$ cat config.mk
export PLATFORM = sky130hd
export DESIGN_NAME = apb_dma_cfg_slave_flat
export DESIGN_NICKNAME = d
export VERILOG_FILES = /design/src/rtl/apb_dma_cfg_slave_if.sv /design/src/rtl/apb_dma_cfg_slave.sv /design/src/flat_wrapper.sv
export SDC_FILE = /design/constraint.sdc
export NUM_CORES = 1
export LEC_CHECK = 0
export CORE_UTILIZATION = 43
export CTS_CLUSTER_DIAMETER = 30
export DETAILED_ROUTE_END_ITERATION = 6
export GPL_ROUTABILITY_DRIVEN = 0
export PLACE_DENSITY = 0.79
export SLEW_MARGIN = 10
export SYNTH_ARGS = -nofsm -noshare
export SYNTH_HDL_FRONTEND = slang
export SYNTH_SLANG_ARGS = --single-unit
$ cat constraint.sdc
create_clock -name PCLK -period 2.4 [get_ports PCLK]
set_clock_uncertainty 0.05 [all_clocks]
set_input_delay 0.36 -clock PCLK [delete_from_list [all_inputs] [get_ports PCLK]]
set_output_delay 0.36 -clock PCLK [all_outputs]
set_load 0.02 [all_outputs]
$ cat src/rtl/apb_dma_cfg_slave_if.sv
// APB bus bundle between the requester and the DMA configuration completer.
// PREADY, PRDATA and PSLVERR flow back from the completer.
interface apb_dma_cfg_slave_if #(
  parameter int ADDR_WIDTH = 32,
  parameter int DATA_WIDTH = 32
);
  logic                  PSEL;
  logic                  PENABLE;
  logic                  PWRITE;
  logic [ADDR_WIDTH-1:0] PADDR;
  logic [DATA_WIDTH-1:0] PWDATA;
  logic [DATA_WIDTH-1:0] PRDATA;
  logic                  PREADY;
  logic                  PSLVERR;

  modport master (
    output PSEL, PENABLE, PWRITE, PADDR, PWDATA,
    input  PRDATA, PREADY, PSLVERR
  );

  modport slave (
    input  PSEL, PENABLE, PWRITE, PADDR, PWDATA,
    output PRDATA, PREADY, PSLVERR
  );
endinterface

$ cat src/rtl/apb_dma_cfg_slave.sv
// APB completer holding one DMA channel's configuration and status.
// Inserts wait states, reports PSLVERR, pulses dma_start, latches dma_done.
module apb_dma_cfg_slave #(
  parameter int ADDR_WIDTH  = 32,
  parameter int DATA_WIDTH  = 32,
  parameter int WAIT_STATES = 1
) (
  input  logic               PCLK,
  input  logic               PRESETn,
  apb_dma_cfg_slave_if.slave apb,
  output logic               dma_start,
  output logic [31:0]        dma_src,
  output logic [31:0]        dma_dst,
  output logic [15:0]        dma_len,
  input  logic               dma_done,
  output logic               irq
);

  typedef enum logic {
    IDLE,
    ACCESS
  } state_t;

  localparam logic [2:0] WS = 3'(WAIT_STATES);

  state_t state;
  logic [2:0] wcnt;

  logic [31:0] src;
  logic [31:0] dst;
  logic [15:0] len;
  logic        irq_en;
  logic        busy;
  logic        done;

  logic [ADDR_WIDTH-1:0] addr;
  logic [DATA_WIDTH-1:0] rdata;
  logic [2:0] idx;
  logic hi_zero;
  logic addr_ok;
  logic sel_ctrl;
  logic sel_src;
  logic sel_dst;
  logic sel_len;
  logic sel_stat;
  logic ready;
  logic setup;
  logic fire;
  logic err;
  logic wr_ok;
  logic go;

  assign addr    = apb.PADDR;
  assign idx     = addr[4:2];
  assign hi_zero = (addr >> 5) == '0;
  assign addr_ok = hi_zero && (addr[1:0] == 2'b00)
                && (idx <= 3'd4);

  assign sel_ctrl = addr_ok && (idx == 3'd0);
  assign sel_src  = addr_ok && (idx == 3'd1);
  assign sel_dst  = addr_ok && (idx == 3'd2);
  assign sel_len  = addr_ok && (idx == 3'd3);
  assign sel_stat = addr_ok && (idx == 3'd4);

  assign ready = (state == ACCESS) && (wcnt == 3'd0);
  assign setup = apb.PSEL && !apb.PENABLE;
  assign fire  = ready && apb.PSEL && apb.PENABLE;

  // Config registers are frozen while a transfer runs.
  always_comb begin
    err = !addr_ok;
    if (addr_ok && apb.PWRITE) begin
      if ((sel_src || sel_dst || sel_len) && busy)
        err = 1'b1;
      if (sel_ctrl && apb.PWDATA[0]
          && (busy || (len == 16'd0)))
        err = 1'b1;
    end
  end

  always_comb begin
    rdata = '0;
    unique case (1'b1)
      sel_ctrl: rdata = {30'd0, irq_en, 1'b0};
      sel_src:  rdata = src;
      sel_dst:  rdata = dst;
      sel_len:  rdata = {16'd0, len};
      sel_stat: rdata = {30'd0, done, busy};
      default:  rdata = '0;
    endcase
  end

  assign wr_ok = fire && apb.PWRITE && !err;
  assign go    = wr_ok && sel_ctrl && apb.PWDATA[0];

  assign apb.PREADY  = ready;
  assign apb.PSLVERR = ready && err;
  assign apb.PRDATA  = (ready && !err) ? rdata : '0;

  always_ff @(posedge PCLK or negedge PRESETn) begin
    if (!PRESETn) begin
      state <= IDLE;
      wcnt  <= 3'd0;
    end else begin
      unique case (state)
        IDLE: begin
          if (setup) begin
            state <= ACCESS;
            wcnt  <= WS;
          end
        end
        ACCESS: begin
          if (!apb.PSEL) begin
            state <= IDLE;
            wcnt  <= 3'd0;
          end else if (fire) begin
            state <= IDLE;
          end else if (wcnt != 3'd0) begin
            wcnt <= wcnt - 3'd1;
          end
        end
        default: state <= IDLE;
      endcase
    end
  end

  always_ff @(posedge PCLK or negedge PRESETn) begin
    if (!PRESETn) begin
      src    <= '0;
      dst    <= '0;
      len    <= '0;
      irq_en <= 1'b0;
    end else if (wr_ok) begin
      if (sel_ctrl) irq_en <= apb.PWDATA[1];
      if (sel_src)  src    <= apb.PWDATA;
      if (sel_dst)  dst    <= apb.PWDATA;
      if (sel_len)  len    <= apb.PWDATA[15:0];
    end
  end

  // A completion landing with a W1C keeps DONE set.
  always_ff @(posedge PCLK or negedge PRESETn) begin
    if (!PRESETn) begin
      busy      <= 1'b0;
      done      <= 1'b0;
      dma_start <= 1'b0;
      irq       <= 1'b0;
    end else begin
      dma_start <= go;
      irq       <= irq_en && done;
      if (go)
        busy <= 1'b1;
      else if (dma_done)
        busy <= 1'b0;
      if (dma_done)
        done <= 1'b1;
      else if (wr_ok && sel_stat && apb.PWDATA[1])
        done <= 1'b0;
    end
  end

  assign dma_src = src;
  assign dma_dst = dst;
  assign dma_len = len;

endmodule

$ cat src/flat_wrapper.sv
// flat-port wrapper written by rule: the top's interface ports become plain ports
module apb_dma_cfg_slave_flat 
#(
  parameter int ADDR_WIDTH  = 32,
  parameter int DATA_WIDTH  = 32,
  parameter int WAIT_STATES = 1
)
  (PCLK, PRESETn, dma_start, dma_src, dma_dst, dma_len, dma_done, irq, apb_PSEL, apb_PENABLE, apb_PWRITE, apb_PADDR, apb_PWDATA, apb_PRDATA, apb_PREADY, apb_PSLVERR);
  apb_dma_cfg_slave_if #(.ADDR_WIDTH(ADDR_WIDTH), .DATA_WIDTH(DATA_WIDTH)) apb_i ();
  input  logic PCLK;
  input  logic PRESETn;
  output logic dma_start;
  output logic [31:0] dma_src;
  output logic [31:0] dma_dst;
  output logic [15:0] dma_len;
  input  logic dma_done;
  output logic irq;
  input wire logic [$bits(apb_i.PSEL)-1:0] apb_PSEL;
  input wire logic [$bits(apb_i.PENABLE)-1:0] apb_PENABLE;
  input wire logic [$bits(apb_i.PWRITE)-1:0] apb_PWRITE;
  input wire logic [$bits(apb_i.PADDR)-1:0] apb_PADDR;
  input wire logic [$bits(apb_i.PWDATA)-1:0] apb_PWDATA;
  output wire logic [$bits(apb_i.PRDATA)-1:0] apb_PRDATA;
  output wire logic [$bits(apb_i.PREADY)-1:0] apb_PREADY;
  output wire logic [$bits(apb_i.PSLVERR)-1:0] apb_PSLVERR;
  assign apb_i.PSEL = apb_PSEL;
  assign apb_i.PENABLE = apb_PENABLE;
  assign apb_i.PWRITE = apb_PWRITE;
  assign apb_i.PADDR = apb_PADDR;
  assign apb_i.PWDATA = apb_PWDATA;
  assign apb_PRDATA = apb_i.PRDATA;
  assign apb_PREADY = apb_i.PREADY;
  assign apb_PSLVERR = apb_i.PSLVERR;
  apb_dma_cfg_slave #(.ADDR_WIDTH(ADDR_WIDTH), .DATA_WIDTH(DATA_WIDTH), .WAIT_STATES(WAIT_STATES)) u_core (.PCLK(PCLK), .PRESETn(PRESETn), .apb(apb_i), .dma_start(dma_start), .dma_src(dma_src), .dma_dst(dma_dst), .dma_len(dma_len), .dma_done(dma_done), .irq(irq));
endmodule
==> out/results.md, run 1 <==
| Result | Value |
|---|---|
| Req. time, crit path | 1.99 ns |
| Peak Freq | 362 MHz |
| Leading cell type in the layout, fill and taps excluded | clkdlybuf4s50_1 |
| Most frequent cell on the critical path | buf_6 |
| Post-synth top area share | 0.491 |
| Buffer levels on the longest clock path | 2 |
| Failing checks | setup timing |
| Crit path time final | 2.76 ns |
| Count of input and output buffers | 185 |
| Aggregate routed wire length | 15.1 mm |
| Leading cell types in the layout, fill and taps excluded | clkdlybuf4s50_1 (127), dfrtp_1 (89), mux2_2 (81) |
| Type of destination of the critical path | primary output |
| Die Span Y | 105 um |
| Worst-case vdd ir drop | 0.220 mV |
| Clock root buffer | clkbuf_8 |
| Placed Instances | 700 |
| Ordered cell list for the critical path | clkdlybuf4s50_1, nor3_2, buf_4, nand4_4, a2111o_2, clkbuf_16, buf_6, nor2_4, buf_6 |
| Number of endpoints failing setup at the final stage | 32 |
| Grt total ovfl | 0 |
| Reg clk slew, reported paths | 0.09 ns |
| Ys Warns | 0 |
| Worst Path Max Fanout | 7 |
| Areal power density over the cells | 398 nW/um^2 |
| Clock tree from TritonCTS | built |
| Via count of the first global-routing pass | 4,355 |
| Pin slew with the least headroom to its limit | 0.481 ns |
| Maximum capacitance violations | 0 |
| Pre-CTS setup slack | -0.799 ns |
| Horizontal die dimension | 105 um |
| Antenna violations before repair | 0 |
| Cell type contributing the most total cell area after synthesis | dfrtp_1 |
| Iteration-0 DRC Markers | 158 |
| Slew margin rel. | 0.679 |
| Via count | 4,098 |
| Net Count, Synth | 415 |
| Layout-stage area growth over the synthesis result | 73.5% |
| Leading post-synthesis cells by cell area | dfrtp_1 (49%), mux2_2 (20%), a22oi_1 (5.0%) |
| Diodes inserted | 0 |
| Via-per-instance ratio | 5.49 |
| Final hold violations | 0 |
| Number of distinct standard cells referenced by the synthesized netlist | 49 |
| NumNets Final | 678 |
| # H-tree levels | 3 |
| Class of the worst hold path | input port to flop |
| Total design power | 0.00313 W |
| Crit-path max cell delay | 0.55 ns |
| Detailed-route wire length per cell | 20.3 um |
| Initial cell density of the core | 0.441 |
| Antenna viol nets, final | 0 |
| Share of the yosys chip area belonging to registers | 0.491 |
| Maximum number of pins on one net before global-route repair | 56 |
| Final clock period utilization by the worst path | 1.15 |
| RSZ-0062 raised after global routing | yes |
| Mapped cell area | 4530 sq um |
| Core area | 10,300 sq um |
| CTS Buf Count | 9 |
| Mean Syn Cell Area | 13.2 sq um |
| Standard-cell row count | 37 |
| Critical Path Start Type | input port |
| Number of slew-limit violations in the final report | 0 |
| Static Leak | 3.45 nW |
| Critical path start-end classification | input port to primary output |
| Number of optimization iterations in the first detailed-route pass | 6 |
| Layout Cells excl Fill | 747 |
| #FFs+latches synth | 89 |
| CP Data Arrival Time | 2.35 ns |
| Half-perimeter wire length after detailed placement | 9.78 mm |
| Worst Hold Margin | 0.400 ns |
| Insertion delay to the later sink of the worst-skew pair | 0.37 ns |
| Share of cells above drive strength 1 | 0.481 |
| Total DRC errors in the routed layout | 0 |
| CTS sink count | 89 |
| CP max-delay cell | a2111o_2 |
| Number of top-level pins | 186 |
| Least setup slack across all paths after layout | -0.359 ns |
| Die outline area | 11,000 sq um |
| Status | finished, violations left |
| First-pass GRT wire length | 22.9 mm |
| Post-Synthesis Cells | 343 |
| All-Layer GR Usage | 0.271 |
-- sequential cells by signal, indices dropped and copies added (netlist names) --
register,count
u_core.irq,1
u_core.irq_en,1
u_core.done,1
u_core.state,1
u_core.busy,1
u_core.dma_len,16
u_core.dma_src,32
u_core.wcnt,3
u_core.dma_dst,32
u_core.dma_start,1
-- what timing repair did --
item,4_1_cts,5_1_grt
setup buffers,19,8
hold endpoints to repair,34,0
setup endpoints to repair,92,92
pin swaps,25,9
hold buffers,1,0
cloned,3,1
gates resized for setup,235,36
-- stage by stage --
stage,area (sq um),TNS [ns],utilization
global route,7870,-10.76,0.765
detailed placement,7080,-55.31,0.689
floorplan,4710,-0.612,-
finish,7870,-9.24,0.765
CTS,7640,-7.39,0.744
global placement,7080,-51.26,0.689
-- power by group --
group          internal, W  total [W]  switching, W
clock             0.000555    0.00113      0.000576
sequential         0.00151    0.00152    0.00000926
combinational     0.000248   0.000479      0.000231
total              0.00232    0.00313      0.000817
-- cell type report --
cell class | instances | area (sq um)
timing repair buffer | 273 | 2780
clock inverter | 5 | 67.6
multi-input combinational | 227 | 2450
tap | 136 | 170
clock buffer | 11 | 151
fill | 686 | 2410
sequential | 89 | 2230
inverter | 6 | 22.5
-- worst paths after layout --
path / startpoint / to / cells past startpoint / slack [ns]
min in group asynchronous: PRESETn / u_core.dma_src[18]$_DFFE_PN0P_ / 2 / 0.43
min reg2reg: u_core.dma_src[10]$_DFFE_PN0P_ / u_core.dma_src[10]$_DFFE_PN0P_ / 1 / 0.47
min: apb_PWDATA[0] / u_core.dma_dst[0]$_DFFE_PN0P_ / 3 / 0.40
max in group asynchronous: PRESETn / u_core.dma_src[19]$_DFFE_PN0P_ / 3 / 1.18
max: apb_PADDR[5] / apb_PRDATA[2] / 9 / -0.36
max reg2reg: u_core.dma_len[9]$_DFFE_PN0P_ / u_core.dma_dst[10]$_DFFE_PN0P_ / 8 / 0.05
-- metal layers --
metal	part of all wire	track usage	wire (um)
met4	0.026	0.115	398
met3	0.058	0.0549	879
met2	0.52	0.469	7860
met5	0	0	0
met1	0.40	0.328	6000
-- kinds of logic after synthesis --
kind of cell / after synthesis / synth area share
mux: 97 / 0.252
flops: 89 / 0.491
simple gates: 71 / 0.102
compound gates: 57 / 0.110
buf+inv: 27 / 0.0395
fa+ha+maj: 2 / 0.00552
-- worst max-delay path, delay by kind of cell --
kind / cells / cell delay, ns
buffers and inverters: 5 / 1.05
AOI/OAI and AO/OA: 1 / 0.55
and+or+nand+nor: 3 / 0.38
-- cell usage after synthesis, drive strengths merged --
| master | number |
|---|---|
| and4 | 1 |
| ha | 2 |
| clkbuf | 12 |
| a2111oi | 6 |
| o21a | 1 |
| or3b | 1 |
| nand2b | 2 |
| or3 | 1 |
| o32ai | 1 |
| or2 | 1 |
| o2bb2ai | 1 |
| and2 | 4 |
| nor3 | 2 |
| o41ai | 1 |
| nor2 | 33 |
| o22ai | 1 |
| a31oi | 1 |
| nand4 | 6 |
| nand3 | 1 |
| and3 | 1 |
| a31o | 1 |
| a2111o | 1 |
| nand3b | 2 |
| a21oi | 3 |
| buf | 9 |
| a41o | 1 |
| nor2b | 2 |
| a22oi | 30 |
| mux4 | 1 |
| nor4 | 10 |
| mux2 | 96 |
| dfrtp | 89 |
| a32o | 2 |
| inv | 6 |
| nand2 | 4 |
| o21ai | 4 |
| a21boi | 3 |
(Power assumes the default switching activity.)
==> inputs of run 2 (changes only) <==
--- a/config.mk
+++ b/config.mk
@@ -10,6 +10,7 @@
 export DETAILED_ROUTE_END_ITERATION = 6
 export GPL_ROUTABILITY_DRIVEN = 0
 export PLACE_DENSITY = 0.79
+export SETUP_SLACK_MARGIN = 0.4
 export SLEW_MARGIN = 10
 export SYNTH_ARGS = -nofsm -noshare
 export SYNTH_HDL_FRONTEND = slang
==> run 2 against run 1 <==
Compared with the run above:
- core utilization grew 3.3 points
- register-to-register slack gained 0.03 ns
- the run still ends with setup timing left
- critical endpoint is now apb_PRDATA[18]
- first-iteration DRC count grew 3.8%
- largest power group unchanged
- routed wire length shrank 0.12%
- setup slack gained 0.11 ns
==> out/results.md, run 2 (synthesis results as in run 1) <==
| Result | Value | Delta |
|---|---|---|
| CTS Buf Count | 9 | unchanged |
| Ordered cell list for the critical path | inv_2, ha_4, ha_4, and2_4, nand2_2, a2111o_2, buf_12, buf_12, nor2_4, buf_6 |  |
| Iteration-0 DRC Markers | 164 | +3.8% |
| Layout Cells excl Fill | 742 | -0.67% |
| Worst setup path startpoint | u_core.wcnt[0]$_DFFE_PN0P_ |  |
| Pre-CTS setup slack | -0.755 ns | +0.0438 ns |
| Worst-case vdd ir drop | 0.352 mV | +60% |
| Failing checks | setup timing |  |
| CP Capture Point | apb_PRDATA[18] |  |
| All-Layer GR Usage | 0.278 | +0.00672 |
| Via count of the first global-routing pass | 4,342 | -0.30% |
| CP max-delay cell | a2111o_2 |  |
| Number of slew-limit violations in the final report | 0 | unchanged |
| # H-tree levels | 3 | unchanged |
| Req. time, crit path | 1.99 ns | about the same |
| Clock root buffer | clkbuf_8 |  |
| Layout-stage area growth over the synthesis result | 81.0% |  |
| Die Span Y | 105 um | unchanged |
| Initial cell density of the core | 0.441 | unchanged |
| Clock tree from TritonCTS | built |  |
| Peak Freq | 377 MHz | +4.1% |
| CP Data Arrival Time | 2.24 ns | -0.11 ns |
| Flop-to-flop setup slack | 0.08 ns | +0.03 ns |
| Crit-path max cell delay | 0.41 ns | -0.14 ns |
| Pin slew with the least headroom to its limit | 0.586 ns | +0.105 ns |
| NumNets Final | 674 | -0.59% |
| Final clock period utilization by the worst path | 1.10 | -0.0453 |
| Worst Path Max Fanout | 8 | +1 |
| Insertion delay to the later sink of the worst-skew pair | 0.36 ns | about the same |
| Diodes inserted | 0 | unchanged |
| Levels on crit path | 10 | +1 |
| Endpoint of the worst-slack reg-to-reg timing path | u_core.dma_src[1]$_DFFE_PN0P_ |  |
| Critical path start-end classification | flop to primary output |  |
| CTS sink count | 89 | unchanged |
| Leading cell types in the layout, fill and taps excluded | clkdlybuf4s50_1 (116), dfrtp_1 (89), mux2_4 (76) |  |
| Cell type group with the largest total delay on the critical path | buffers and inverters |  |
| Post-Route Utilization | 0.798 | +0.0327 |
| Total buffers and inverters traversed by the critical path | 4 | -1 |
| RSZ-0062 raised after global routing | yes |  |
| Number of endpoints failing setup at the final stage | 33 | +3.1% |
| Share of cells above drive strength 1 | 0.513 | +0.0320 |
| Aggregate routed wire length | 15.1 mm | -0.12% |
| Reg clk slew, reported paths | 0.08 ns | about the same |
| Standard-cell row count | 37 | unchanged |
| Class of the worst hold path | input port to flop |  |
| Source of the worst register-to-register timing path | u_core.wcnt[0]$_DFFE_PN0P_ |  |
| Worst Hold Margin | 0.472 ns | +0.0722 ns |
| Core area | 10,300 sq um | unchanged |
| Grt total ovfl | 0 | unchanged |
| Leading cell type in the layout, fill and taps excluded | clkdlybuf4s50_1 |  |
| Areal power density over the cells | 360 nW/um^2 | -9.6% |
| Slew margin rel. | 0.609 | -0.0700 |
| Least setup slack across all paths after layout | -0.250 ns | +0.109 ns |
| Status | finished, violations left |  |
| Maximum number of pins on one net before global-route repair | 47 | -16% |
| Placed Instances | 699 | -0.14% |
| Type of destination of the critical path | primary output |  |
| Detailed-route wire length per cell | 20.4 um | +0.55% |
| Die outline area | 11,000 sq um | unchanged |
| Cell count of the worst reg-to-reg path | 10 | +2 |
| Static Leak | 3.52 nW | +1.7% |
| Half-perimeter wire length after detailed placement | 9.76 mm | -0.26% |
| Antenna viol nets, final | 0 | unchanged |
| Final hold violations | 0 | unchanged |
| Total DRC errors in the routed layout | 0 | unchanged |
| Via-per-instance ratio | 5.39 | -1.8% |
| Number of optimization iterations in the first detailed-route pass | 5 | -1 |
| First-pass GRT wire length | 23.5 mm | +2.4% |
| Critical Path Start Type | flop |  |
| Horizontal die dimension | 105 um | unchanged |
| Count of input and output buffers | 185 | unchanged |
| Maximum capacitance violations | 0 | unchanged |
| Antenna violations before repair | 0 | unchanged |
| Number of top-level pins | 186 | unchanged |
| Crit path time final | 2.65 ns | -0.109 ns |
| Buffer levels on the longest clock path | 2 | unchanged |
| Via count | 3,996 | -2.5% |
## run 2: changes by cell type in the layout (fill, tap and decap cells not counted), moves of 5 or more
cell / previous run / this run
clkdlybuf4s15_1: 0 / 8
clkbuf_2: 0 / 13
mux2_4: 10 / 76
clkdlybuf4s50_1: 127 / 116
buf_4: 63 / 50
mux2_2: 81 / 20
nor2_2: 11 / 1
nor2_4: 20 / 30
dlygate4sd2_1: 19 / 5
mux2_1: 5 / 0
## run 2: area by class of cell
type                            count  area [sq um]
Inverter                            6          22.5
Clock buffer                       10           138
Clock inverter                      5          40.0
Fill cell                         631          2070
Tap cell                          136           170
Multi-Input combinational cell    227          2750
Timing Repair Buffer              269          2850
Sequential cell                    89          2230
## run 2: repair_timing
action,CTS,global route
setup endpoints to repair,115,115
hold buffers,1,0
pin swaps,19,21
gates cloned,5,4
hold endpoints to repair,43,0
gates resized for setup,258,74
buffers inserted,7,11
## run 2: power breakdown
part | switching (W) | total [W] | internal, W
clock network | 0.000547 | 0.000951 | 0.000404
logic | 0.000235 | 0.000478 | 0.000243
registers | 0.0000108 | 0.00152 | 0.00151
## run 2: layer usage
layer | routed length [um] | vias up | track usage
li1 | - | 1805 | -
met1 | 6270 | 1998 | 0.357
met2 | 7760 | 172 | 0.482
met3 | 835 | 21 | 0.0393
met4 | 240 | 0 | 0.0915
met5 | 0 | - | 0
## run 2: per-stage QoR
stage	total power [W]	setup TNS, ns	instance area, sq um
after floorplan	0.00173	0	5120
after global placement	0.00198	-51.40	7440
after detailed placement	0.00200	-56.77	7440
after CTS	0.00295	-9.24	7970
after global routing	0.00307	-8.85	8200
final	0.00295	-6.91	8200
## run 2: worst min-delay path by stage
| stage | to | cells after the start | slack (ns) | start |
|---|---|---|---|---|
| CTS | u_core.dma_len[0]$_DFFE_PN0P_ | 3 | 0.46 | apb_PWDATA[0] |
| global route | u_core.dma_dst[0]$_DFFE_PN0P_ | 3 | 0.48 | apb_PWDATA[0] |
| detailed placement | u_core.dma_src[4]$_DFFE_PN0P_ | 1 | 0.35 | PRESETn |
| finish | u_core.dma_len[0]$_DFFE_PN0P_ | 3 | 0.47 | apb_PWDATA[0] |
| floorplan | u_core.busy$_DFFE_PN0P_ | 0 | 0.01 | PRESETn |
| global placement | u_core.dma_dst[7]$_DFFE_PN0P_ | 1 | 0.34 | PRESETn |
## run 2: worst reg2reg max path, stage by stage (launching register included)
cell and delay, ns:
dfrtp_1 0.40, inv_2 0.09, ha_4 0.14, ha_4 0.12, buf_4 0.16, nand4_1 0.15, a2111oi_4 0.34, buf_6 0.19
buf_12 0.11, buf_8 0.13, mux2_2 0.34
==> patch, RTL diff (config.mk and constraints of run 1) <==
`ADDR_WIDTH` is set to 32 in 3 places; all go to 64.
--- a/src/rtl/apb_dma_cfg_slave_if.sv
+++ b/src/rtl/apb_dma_cfg_slave_if.sv
@@ -1,7 +1,7 @@
 // APB bus bundle between the requester and the DMA configuration completer.
 // PREADY, PRDATA and PSLVERR flow back from the completer.
 interface apb_dma_cfg_slave_if #(
-  parameter int ADDR_WIDTH = 32,
+  parameter int ADDR_WIDTH = 64,
   parameter int DATA_WIDTH = 32
 );
   logic                  PSEL;
--- a/src/rtl/apb_dma_cfg_slave.sv
+++ b/src/rtl/apb_dma_cfg_slave.sv
@@ -1,7 +1,7 @@
 // APB completer holding one DMA channel's configuration and status.
 // Inserts wait states, reports PSLVERR, pulses dma_start, latches dma_done.
 module apb_dma_cfg_slave #(
-  parameter int ADDR_WIDTH  = 32,
+  parameter int ADDR_WIDTH  = 64,
   parameter int DATA_WIDTH  = 32,
   parameter int WAIT_STATES = 1
 ) (
--- a/src/flat_wrapper.sv
+++ b/src/flat_wrapper.sv
@@ -1,7 +1,7 @@
 // flat-port wrapper written by rule: the top's interface ports become plain ports
 module apb_dma_cfg_slave_flat 
 #(
-  parameter int ADDR_WIDTH  = 32,
+  parameter int ADDR_WIDTH  = 64,
   parameter int DATA_WIDTH  = 32,
   parameter int WAIT_STATES = 1
 )
Interface: changed (resized apb_PADDR); port bits go from 186 to 218. The function was not compared with the original's and may differ.
==> patch against run 1 <==
The run still ends with negative setup slack left; sequential cell count stayed put; fmax down 0.32%; synthesized area grew 3.7%; largest power group unchanged; total power is 1.0% lower; cell area is 0.49% higher; register-to-register slack got worse by 0.13 ns; critical endpoint is now apb_PRDATA[24]; combinational power rose by 4.6%; worst setup slack got worse by 0.0088 ns; cell count increased by 2.7%; routed wire length is 5.6% higher; count of clock-buffer cells in the layout shrank 2.
==> patch: results (changes against run 1) <==
[yosys] Post-synth top cells dfrtp_1, mux2_4, mux2_2 [was dfrtp_1, mux2_2, nor2_1]
[worst_setup_path] CP endpoint apb_PRDATA[24] [was apb_PRDATA[2]]
[power] worst vdd rail ir drop 274 uV [was 220 uV]
[yosys] Synth area leaders dfrtp_1, mux2_4, mux2_2 [was dfrtp_1, mux2_2, a22oi_1]
[power] Lkg Pwr 3.45 nW [about the same]
[sta] count of final setup violators 80 [was 32]
[worst_setup_path] CP peak stage delay 0.43 ns [was 0.55 ns]
[final_layout] fill cell total of the finished layout 678 [was 686]
[yosys] sequential share of the synthesized area 47.4% [was 49.1%]
[worst_setup_path] critical register-to-register path startpoint u_core.wcnt[0] [was u_core.dma_len[9]]
[route] violation count after the first detailed-routing iteration 246 [was 158]
[yosys] number of nets produced by synthesis 467 [was 415]
[sta] final setup slack of the worst path -0.367 ns [was -0.359 ns]
[place] IO buf count 217 [was 185]
[final_layout] share of post-route cells with drive strength above 1 41.0% [was 48.1%]
[hold_path] worst hold path depth 1 [was 3]
[yosys] Synth cell types 37 [was 49]
[global_route] global-route wire length before repair 23.8 mm [was 22.9 mm]
[run_status] failing checks negative setup slack [unchanged]
[cts] clock insertion delay at the later pin of the skew report 0.35 ns [was 0.37 ns]
[yosys] share of synthesized area spent on multiplexers 28.3% [was 25.2%]
[route] Met2 Wirelength 8.14 mm [was 7.86 mm]
[sta] worst slew slack as a fraction of its limit 59.3% [was 67.9%]
[run_status] run status complete, but fails checks [unchanged]
[worst_setup_path] standard cell with the maximum stage delay on the critical path clkdlybuf4s50_1 [was a2111o_2]
[route] Post-Route M1 WL 6.35 mm [was 6.00 mm]
[worst_setup_path] endpoint of the worst register-to-register path u_core.dma_src[0] [was u_core.dma_dst[10]]
[place] Placement Cell Area 7300 sq um [was 7080 sq um]
[hold_path] Hold Path Class reg -> reg [was in -> reg]
[global_route] Global Route Usage Sum 27.3% [was 27.1%]
[route] total met3 wirelength after detailed routing 1.07 mm [was 879 microns]
## patch: cell type report
| cell class | instances | area [sq um] | share of cell area, % |
|---|---|---|---|
| Inverter | 8 | 30.0 | 0.380 |
| Multi-Input combinational cell | 240 | 2490 | 31.5 |
| Clock inverter | 6 | 75.1 | 0.950 |
| Tap cell | 136 | 170 | 2.15 |
| Clock buffer | 9 | 124 | 1.57 |
| Sequential cell | 89 | 2230 | 28.2 |
| Timing Repair Buffer | 279 | 2790 | 35.2 |
## patch: worst max-delay path, delay by kind of cell
family / cells / cell delay (ns)
and+or+nand+nor: 5 / 1.04
buffers and inverters: 4 / 0.95
## patch: timing repair
action / 4_1_cts / 5_1_grt
setup endpoints to repair: 94 / 106
hold buffers: 1 / 0
endpoints found under the hold margin: 44 / 0
gates cloned: 4 / 1
setup buffers: 3 / 3
resized for setup: 199 / 67
pin swaps: 8 / 17
## patch: metal layers
| metal | GRT usage (%) | vias to the layer above |
|---|---|---|
| li1 | - | 1887 |
| met1 | 32.9 | 2130 |
| met2 | 47.6 | 177 |
| met3 | 6.69 | 37 |
| met4 | 9.30 | 0 |
| met5 | 0 | - |
## patch: per-stage QoR
| step | total power [mW] | instances | setup WS (ns) | utilization (%) | hold WS [ns] |
|---|---|---|---|---|---|
| floorplan | 1.68 | 363 | -0.0194 | - | 0.0144 |
| global placement | 1.98 | 741 | -0.796 | 69.8 | 0.338 |
| detailed placement | 2.00 | 741 | -0.801 | 69.8 | 0.352 |
| CTS | 3.09 | 764 | -0.294 | 72.5 | 0.485 |
| global route | 3.22 | 767 | -0.442 | 75.6 | 0.482 |
| finish | 3.10 | 767 | -0.367 | 75.6 | 0.465 |
